==> config.mk <==
export PLATFORM = sky130hd
export DESIGN_NAME = spi_master_ctrl
export DESIGN_NICKNAME = d
export VERILOG_FILES = /design/src/rtl/spi_master_ctrl.sv
export SDC_FILE = /design/constraint.sdc
export NUM_CORES = 1
export LEC_CHECK = 0
export CORE_MARGIN = 2
export CORE_UTILIZATION = 30
export DETAILED_ROUTE_END_ITERATION = 7
export GPL_ROUTABILITY_DRIVEN = 0
export PLACE_DENSITY = 0.43
export SLEW_MARGIN = 25
export SYNTH_ARGS = -nofsm -noshare
export SYNTH_HDL_FRONTEND = slang
export SYNTH_SLANG_ARGS = --single-unit
==> constraint.sdc <==
create_clock -name clk_i -period 4.2 [get_ports clk_i]
set_clock_uncertainty 0.15 [all_clocks]
set_input_delay 0.42 -clock clk_i [delete_from_list [all_inputs] [get_ports clk_i]]
set_output_delay 0.42 -clock clk_i [all_outputs]
set_load 0.005 [all_outputs]
==> src/rtl/spi_master_ctrl.sv <==
// SPI master controller: two-requester round-robin arbiter, chip-select
// sequencing (setup/transfer/hold) and SCLK/strobe generation for an
// external TX/RX shifter pair. Every output comes straight from a flop.
module spi_master_ctrl #(
  parameter int DLY        = 1,
  parameter int FIFO_WIDTH = 32,
  parameter int CLK_DIV    = 4,
  parameter int CS_SETUP   = 2,
  parameter int CS_HOLD    = 2
) (
  input  logic       clk_i,
  input  logic       rst_n_i,
  input  logic       cpol,
  input  logic       cpoa,
  input  logic [1:0] req_i,
  output logic [1:0] gnt_o,
  output logic [1:0] done_o,
  output logic       busy_o,
  output logic [1:0] cs_n_o,
  output logic       sclk_o,
  output logic       frame_start_o,
  output logic       shift_o,
  output logic       bit_en_o
);

  localparam logic [1:0] S_IDLE  = 2'd0;
  localparam logic [1:0] S_SETUP = 2'd1;
  localparam logic [1:0] S_XFER  = 2'd2;
  localparam logic [1:0] S_HOLD  = 2'd3;

  localparam int CNT_W  = $clog2(2 * FIFO_WIDTH + 1);
  localparam int DIV_W  = $clog2(CLK_DIV);
  localparam int PH_MAX = (CS_SETUP > CS_HOLD) ? CS_SETUP : CS_HOLD;
  localparam int PH_W   = $clog2(PH_MAX + 1);

  // The register update delay has no cycle-level effect in this implementation;
  // it is range-checked together with the timing parameters at elaboration.
  if (CLK_DIV < 2 || CS_SETUP < 1 || CS_HOLD < 1 || FIFO_WIDTH < 1 || DLY < 0) begin : g_param_chk
    $error("spi_master_ctrl: illegal parameter set");
  end

  logic [1:0]       state_q, state_d;
  logic [1:0]       gnt_q, gnt_d;
  logic [1:0]       done_q, done_d;
  logic [1:0]       cs_n_q, cs_n_d;
  logic             busy_q, busy_d;
  logic             sclk_q, sclk_d;
  logic             fs_q, fs_d;
  logic             shift_q, shift_d;
  logic             bit_en_q, bit_en_d;
  logic             cpol_q, cpol_d;
  logic             cpoa_q, cpoa_d;
  logic             last_q, last_d;
  logic [DIV_W-1:0] div_q, div_d;
  logic [PH_W-1:0]  ph_q, ph_d;
  logic [CNT_W-1:0] edge_q, edge_d;
  logic [CNT_W-1:0] bit_q, bit_d;

  logic             win_s;
  logic             div_tc_s;
  logic             sample_edge_s;
  logic [CNT_W-1:0] edge_nxt_s;

  // Next-state logic: arbitration, phase sequencing, SCLK divider and strobes.
  always_comb begin
    state_d  = state_q;
    gnt_d    = gnt_q;
    done_d   = 2'b00;
    cs_n_d   = cs_n_q;
    busy_d   = busy_q;
    sclk_d   = sclk_q;
    fs_d     = 1'b0;
    shift_d  = 1'b0;
    bit_en_d = 1'b0;
    cpol_d   = cpol_q;
    cpoa_d   = cpoa_q;
    last_d   = last_q;
    div_d    = div_q;
    ph_d     = ph_q;
    edge_d   = edge_q;
    bit_d    = bit_q;

    // Round-robin: on a tie the requester not granted last time wins.
    case (req_i)
      2'b01:   win_s = 1'b0;
      2'b10:   win_s = 1'b1;
      2'b11:   win_s = ~last_q;
      default: win_s = last_q;
    endcase

    div_tc_s      = (div_q == DIV_W'(CLK_DIV - 1));
    edge_nxt_s    = edge_q + 1'b1;
    // Odd edges sample when cpoa=0, even edges sample when cpoa=1.
    sample_edge_s = edge_nxt_s[0] ^ cpoa_q;

    case (state_q)
      S_IDLE: begin
        sclk_d = cpol;
        if (req_i != 2'b00) begin
          state_d = S_SETUP;
          gnt_d   = win_s ? 2'b10 : 2'b01;
          cs_n_d  = win_s ? 2'b01 : 2'b10;
          last_d  = win_s;
          cpol_d  = cpol;
          cpoa_d  = cpoa;
          busy_d  = 1'b1;
          div_d   = '0;
          ph_d    = '0;
          edge_d  = '0;
          bit_d   = '0;
        end else begin
          busy_d  = 1'b0;
        end
      end
      S_SETUP: begin
        sclk_d = cpol_q;
        if (ph_q == PH_W'(CS_SETUP - 1)) begin
          state_d = S_XFER;
          ph_d    = '0;
          fs_d    = 1'b1;
          // With cpoa=0 the first bit must be on the wire before edge 1.
          shift_d = ~cpoa_q;
        end else begin
          ph_d    = ph_q + 1'b1;
        end
      end
      S_XFER: begin
        if (div_tc_s) begin
          div_d  = '0;
          sclk_d = ~sclk_q;
          edge_d = edge_nxt_s;
          if (sample_edge_s) begin
            bit_en_d = 1'b1;
            bit_d    = bit_q + 1'b1;
          end else begin
            // No launch after the final sample: the frame is complete.
            shift_d  = (bit_q != CNT_W'(FIFO_WIDTH));
          end
          if (edge_q == CNT_W'(2 * FIFO_WIDTH - 1)) begin
            state_d = S_HOLD;
            ph_d    = '0;
          end else begin
            state_d = S_XFER;
          end
        end else begin
          div_d = div_q + 1'b1;
        end
      end
      S_HOLD: begin
        if (ph_q == PH_W'(CS_HOLD - 1)) begin
          state_d = S_IDLE;
          cs_n_d  = 2'b11;
          gnt_d   = 2'b00;
          done_d  = gnt_q;
          busy_d  = 1'b0;
          sclk_d  = cpol;
          ph_d    = '0;
        end else begin
          ph_d    = ph_q + 1'b1;
        end
      end
      default: begin
        state_d = S_IDLE;
        gnt_d   = 2'b00;
        cs_n_d  = 2'b11;
        busy_d  = 1'b0;
      end
    endcase
  end

  // State and output registers with asynchronous reset to the idle state.
  always_ff @(posedge clk_i or negedge rst_n_i) begin
    if (!rst_n_i) begin
      state_q  <= S_IDLE;
      gnt_q    <= 2'b00;
      done_q   <= 2'b00;
      cs_n_q   <= 2'b11;
      busy_q   <= 1'b0;
      sclk_q   <= 1'b0;
      fs_q     <= 1'b0;
      shift_q  <= 1'b0;
      bit_en_q <= 1'b0;
      cpol_q   <= 1'b0;
      cpoa_q   <= 1'b0;
      last_q   <= 1'b1;
      div_q    <= '0;
      ph_q     <= '0;
      edge_q   <= '0;
      bit_q    <= '0;
    end else begin
      state_q  <= state_d;
      gnt_q    <= gnt_d;
      done_q   <= done_d;
      cs_n_q   <= cs_n_d;
      busy_q   <= busy_d;
      sclk_q   <= sclk_d;
      fs_q     <= fs_d;
      shift_q  <= shift_d;
      bit_en_q <= bit_en_d;
      cpol_q   <= cpol_d;
      cpoa_q   <= cpoa_d;
      last_q   <= last_d;
      div_q    <= div_d;
      ph_q     <= ph_d;
      edge_q   <= edge_d;
      bit_q    <= bit_d;
    end
  end

  assign gnt_o         = gnt_q;
  assign done_o        = done_q;
  assign busy_o        = busy_q;
  assign cs_n_o        = cs_n_q;
  assign sclk_o        = sclk_q;
  assign frame_start_o = fs_q;
  assign shift_o       = shift_q;
  assign bit_en_o      = bit_en_q;

endmodule

==> impl_results.rst <==
.. list-table::
   :header-rows: 1

   * - Metric
     - Value
   * - Leakage dissipation
     - 0.000895 uW
   * - DRT Pass-1 Iters
     - 4
   * - Clock slew seen by the registers of the worst setup and hold paths
     - roughly 70 ps
   * - Die Ht
     - 80.5 um
   * - Startpoint of the lowest-slack hold path
     - div_q[1]
   * - Die Width
     - 80.5 um
   * - Antenna Violating Nets Remaining
     - 0
   * - Final global-route overflow total
     - 0
   * - Unrepaired setup endpoints after global routing
     - false
   * - Fraction of registers with async set or reset after synthesis
     - 100%
   * - Tmin final
     - 2370 ps
   * - Clock latency reported for the late side of the worst-skew pair
     - just under 300 ps
   * - Final slew viol count
     - 0
   * - Pin count of the biggest net entering global routing
     - 35
   * - Synthesized area
     - 0.00175 mm^2
   * - Fraction of post-synthesis cell area in the top cell type by area
     - 44.2%
   * - Worst setup EP type
     - flop
   * - Number of post-CTS setup repair buffers
     - 0
   * - Cell at the root of the clock tree
     - sky130_fd_sc_hd__clkbuf_8
   * - Ratio of total power to cell area
     - 669 mW/mm^2
   * - Nature of the critical path startpoint
     - flop
   * - Combinational share of power
     - approximately 45%
   * - Core region area
     - 0.00557 mm^2
   * - Fraction of power consumed by the clock network
     - 18.0%
   * - Most common cell after layout, fill and taps aside
     - sky130_fd_sc_hd__dfrtp_1
   * - Final wirelength
     - 3770 um
   * - Number of antenna violations at the first check in global routing
     - 0
   * - Post-Synthesis Net Count
     - 187
   * - Total count of hold-check failures in the final report
     - 0
   * - Post-synth EDFFs
     - 0
   * - Area growth from synthesis to layout
     - 18.8%
   * - Via count normalized by instance count
     - 4.96
   * - Area after DPL
     - between 0.0015 and 0.002 mm^2
   * - Via count of the first global-routing pass
     - 1338
   * - Remaining design rule violation count
     - 0
   * - Quantity of I/O buffers inserted on ports
     - 16
   * - Switching Share
     - approximately two fifths
   * - Antenna diodes
     - 0
   * - Worst-path fanout max
     - 15
   * - Setup violation total in the final timing report
     - 0
   * - Boundary pin count
     - 17
   * - Kind of path behind the tightest hold check
     - flop to flop
   * - Clock Path Buffers
     - 2
   * - Pin slew with the least headroom to its limit
     - ~750 ps
   * - Placed wire-length estimate
     - 2790 um
   * - F_max
     - between 400 and 500 MHz
   * - Die outline area
     - 0.00647 mm^2
   * - Fraction of final layout cells with drive strength greater than 1
     - 11.9%
   * - Sequential fraction of design power
     - 37.1%
   * - Critical path launch point
     - state_q[0]
   * - Final TNS setup
     - 0 ps
   * - Worst slew margin relative to its limit
     - between 40 and 50%
   * - Number of buffers inserted for hold repair after clock tree synthesis
     - 0
   * - Global-route wire length before repair
     - 6640 um
   * - Clock Sinks
     - 34
   * - Number of distinct library cell variants in the gate-level netlist after synthesis
     - 40
   * - TritonCTS Buffers
     - 5
   * - Top library cells by usage in the layout, fill and taps aside
     - sky130_fd_sc_hd__dfrtp_1, sky130_fd_sc_hd__nand2_1, sky130_fd_sc_hd__clkdlybuf4s50_1
   * - Core Rows
     - 27
   * - Register bit total from synthesis
     - 34
   * - Cell-internal power
     - about 850 uW
   * - Overall track demand over capacity in global routing
     - 13.4%
   * - CTS H-Tree Depth
     - 2
   * - TritonCTS clock tree
     - yes
   * - NumNets Final
     - 207
   * - Drt first-iter violations
     - 47
   * - Main flop type after synthesis
     - sky130_fd_sc_hd__dfrtp_1
   * - Start of the worst register-to-register path
     - state_q[0]
   * - Critical Path AT
     - 2430 ps
   * - Initial core utilization
     - 31.5%
   * - Peak supply drop
     - 0.322 mV
   * - Cts repair resizes
     - 0
   * - Post-DR wirelength/cell
     - 14.2 um
   * - Post-route cell area
     - 0.00208 mm^2
   * - Proportion of synthesized chip area in sequential cells
     - 48.7%
   * - Power dissipated by switching net loads
     - 544 uW
   * - Post-route fraction of the period consumed by the critical path
     - 56.5%
   * - Count of warnings emitted by yosys
     - 0
   * - Via count
     - 1320
   * - Mapped Cells
     - 173
   * - Main area contributors after synthesis
     - sky130_fd_sc_hd__dfrtp_1, sky130_fd_sc_hd__ha_1, sky130_fd_sc_hd__mux2_2
   * - Outcome
     - complete, no violations
   * - Cell type with the highest aggregate area in the netlist
     - sky130_fd_sc_hd__dfrtp_1
   * - Post-synthesis area per instance
     - 10.1 um^2
   * - Crit Path Category
     - flop to flop
   * - Max-cap viol count
     - 0
   * - Required time at the worst-slack endpoint
     - around 4300 ps
critical path, cell delays in order, from the launching register on:
cell and delay, ps:
sky130_fd_sc_hd__dfrtp_1 410, sky130_fd_sc_hd__inv_1 90, sky130_fd_sc_hd__ha_1 510, sky130_fd_sc_hd__mux2_4 270
sky130_fd_sc_hd__nand2_2 170, sky130_fd_sc_hd__or4_1 540, sky130_fd_sc_hd__a21oi_1 150
worst paths after layout:
path	to	slack, ps	cells after the start
max	edge_q[5]	1830	6
min	div_q[1]	360	1
max reg2reg	edge_q[5]	1830	6
min reg2reg	div_q[1]	360	1
max in group asynchronous	last_q	3160	2
min in group asynchronous	done_o[0]	390	2
routing by layer:
layer	routed length, um	GRT usage [%]	vias up	share of wire [%]
met1	1820	17.8	633	48
met2	1790	21.3	19	47
met5	0	0	-	0
met3	118	3.15	6	3.1
li1	-	-	662	-
met4	48	4.58	0	1.3
area by class of cell:
cell class	count	area, um^2
clock buffers	7	86.3
clock inverters	1	5.00
fillers	564	3490
inverters	11	41.3
multi-input cells	124	840
flip-flops and latches	34	855
well taps	72	90.1
repair buffers	17	168
registers in the layout, indices dropped and copies added, names as in the netlist:
signal	cells
cs_n_o	2
cpoa_q	1
cpol_q	1
busy_o	1
bit_en_o	1
shift_o	1
done_o	2
gnt_o	2
div_q	2
frame_start_o	1
state_q	2
edge_q	7
bit_q	7
ph_q	2
last_q	1
sclk_o	1
synth_stat cells, drive strengths merged, types with 2 or more instances:
| cell type | count |
|---|---|
| a22o | 3 |
| nor3 | 6 |
| nor2b | 3 |
| o21ai | 8 |
| o31ai | 2 |
| inv | 11 |
| mux2 | 9 |
| dfstp | 3 |
| or4 | 4 |
| buf | 3 |
| ha | 8 |
| a21oi | 9 |
| xnor2 | 3 |
| o21a | 2 |
| nand2b | 2 |
| nand4 | 3 |
| and2 | 2 |
| nand3 | 9 |
| o32ai | 2 |
| nor2 | 14 |
| and3 | 3 |
| mux2i | 2 |
| nand2 | 17 |
| dfrtp | 31 |
power by group through the flow:
stage	clock [uW]	sequential, uW	combinational (uW)
6_report	250	517	627
5_1_grt	278	530	713
4_1_cts	264	517	641
3_5_place_dp	0	524	639
3_3_place_gp	0	517	629
2_1_floorplan	0	505	454
kinds of logic (layout without fill, tap and decap cells):
kind of cell | Yosys count | count (layout) | share of synthesized area (%)
AO/OA/AOI/OAI | 34 | 34 | 13.1
flip-flops | 34 | 34 | 48.7
XOR/XNOR | 4 | 4 | 2.00
multiplexers | 11 | 11 | 7.13
AND/OR/NAND/NOR | 67 | 67 | 19.9
buffers and inverters | 15 | 36 | 3.42
adder cells (fa/ha/maj) | 8 | 8 | 5.71
metrics by stage:
| stage | worst slack (ps) | instances | hold slack [ps] | power, uW | utilization, % |
|---|---|---|---|---|---|
| 4_1_cts | 1820 | 266 | 356 | 1420 | 37.4 |
| 2_1_floorplan | 2270 | 173 | -25.6 | 959 | - |
| 3_3_place_gp | 1880 | 258 | 327 | 1150 | 35.8 |
| 5_1_grt | 1690 | 266 | 379 | 1520 | 37.4 |
| 3_5_place_dp | 1840 | 258 | 340 | 1160 | 35.8 |
| 6_report | 1830 | 266 | 359 | 1390 | 37.4 |
No activity file was read; power rests on OpenSTA's default activity.
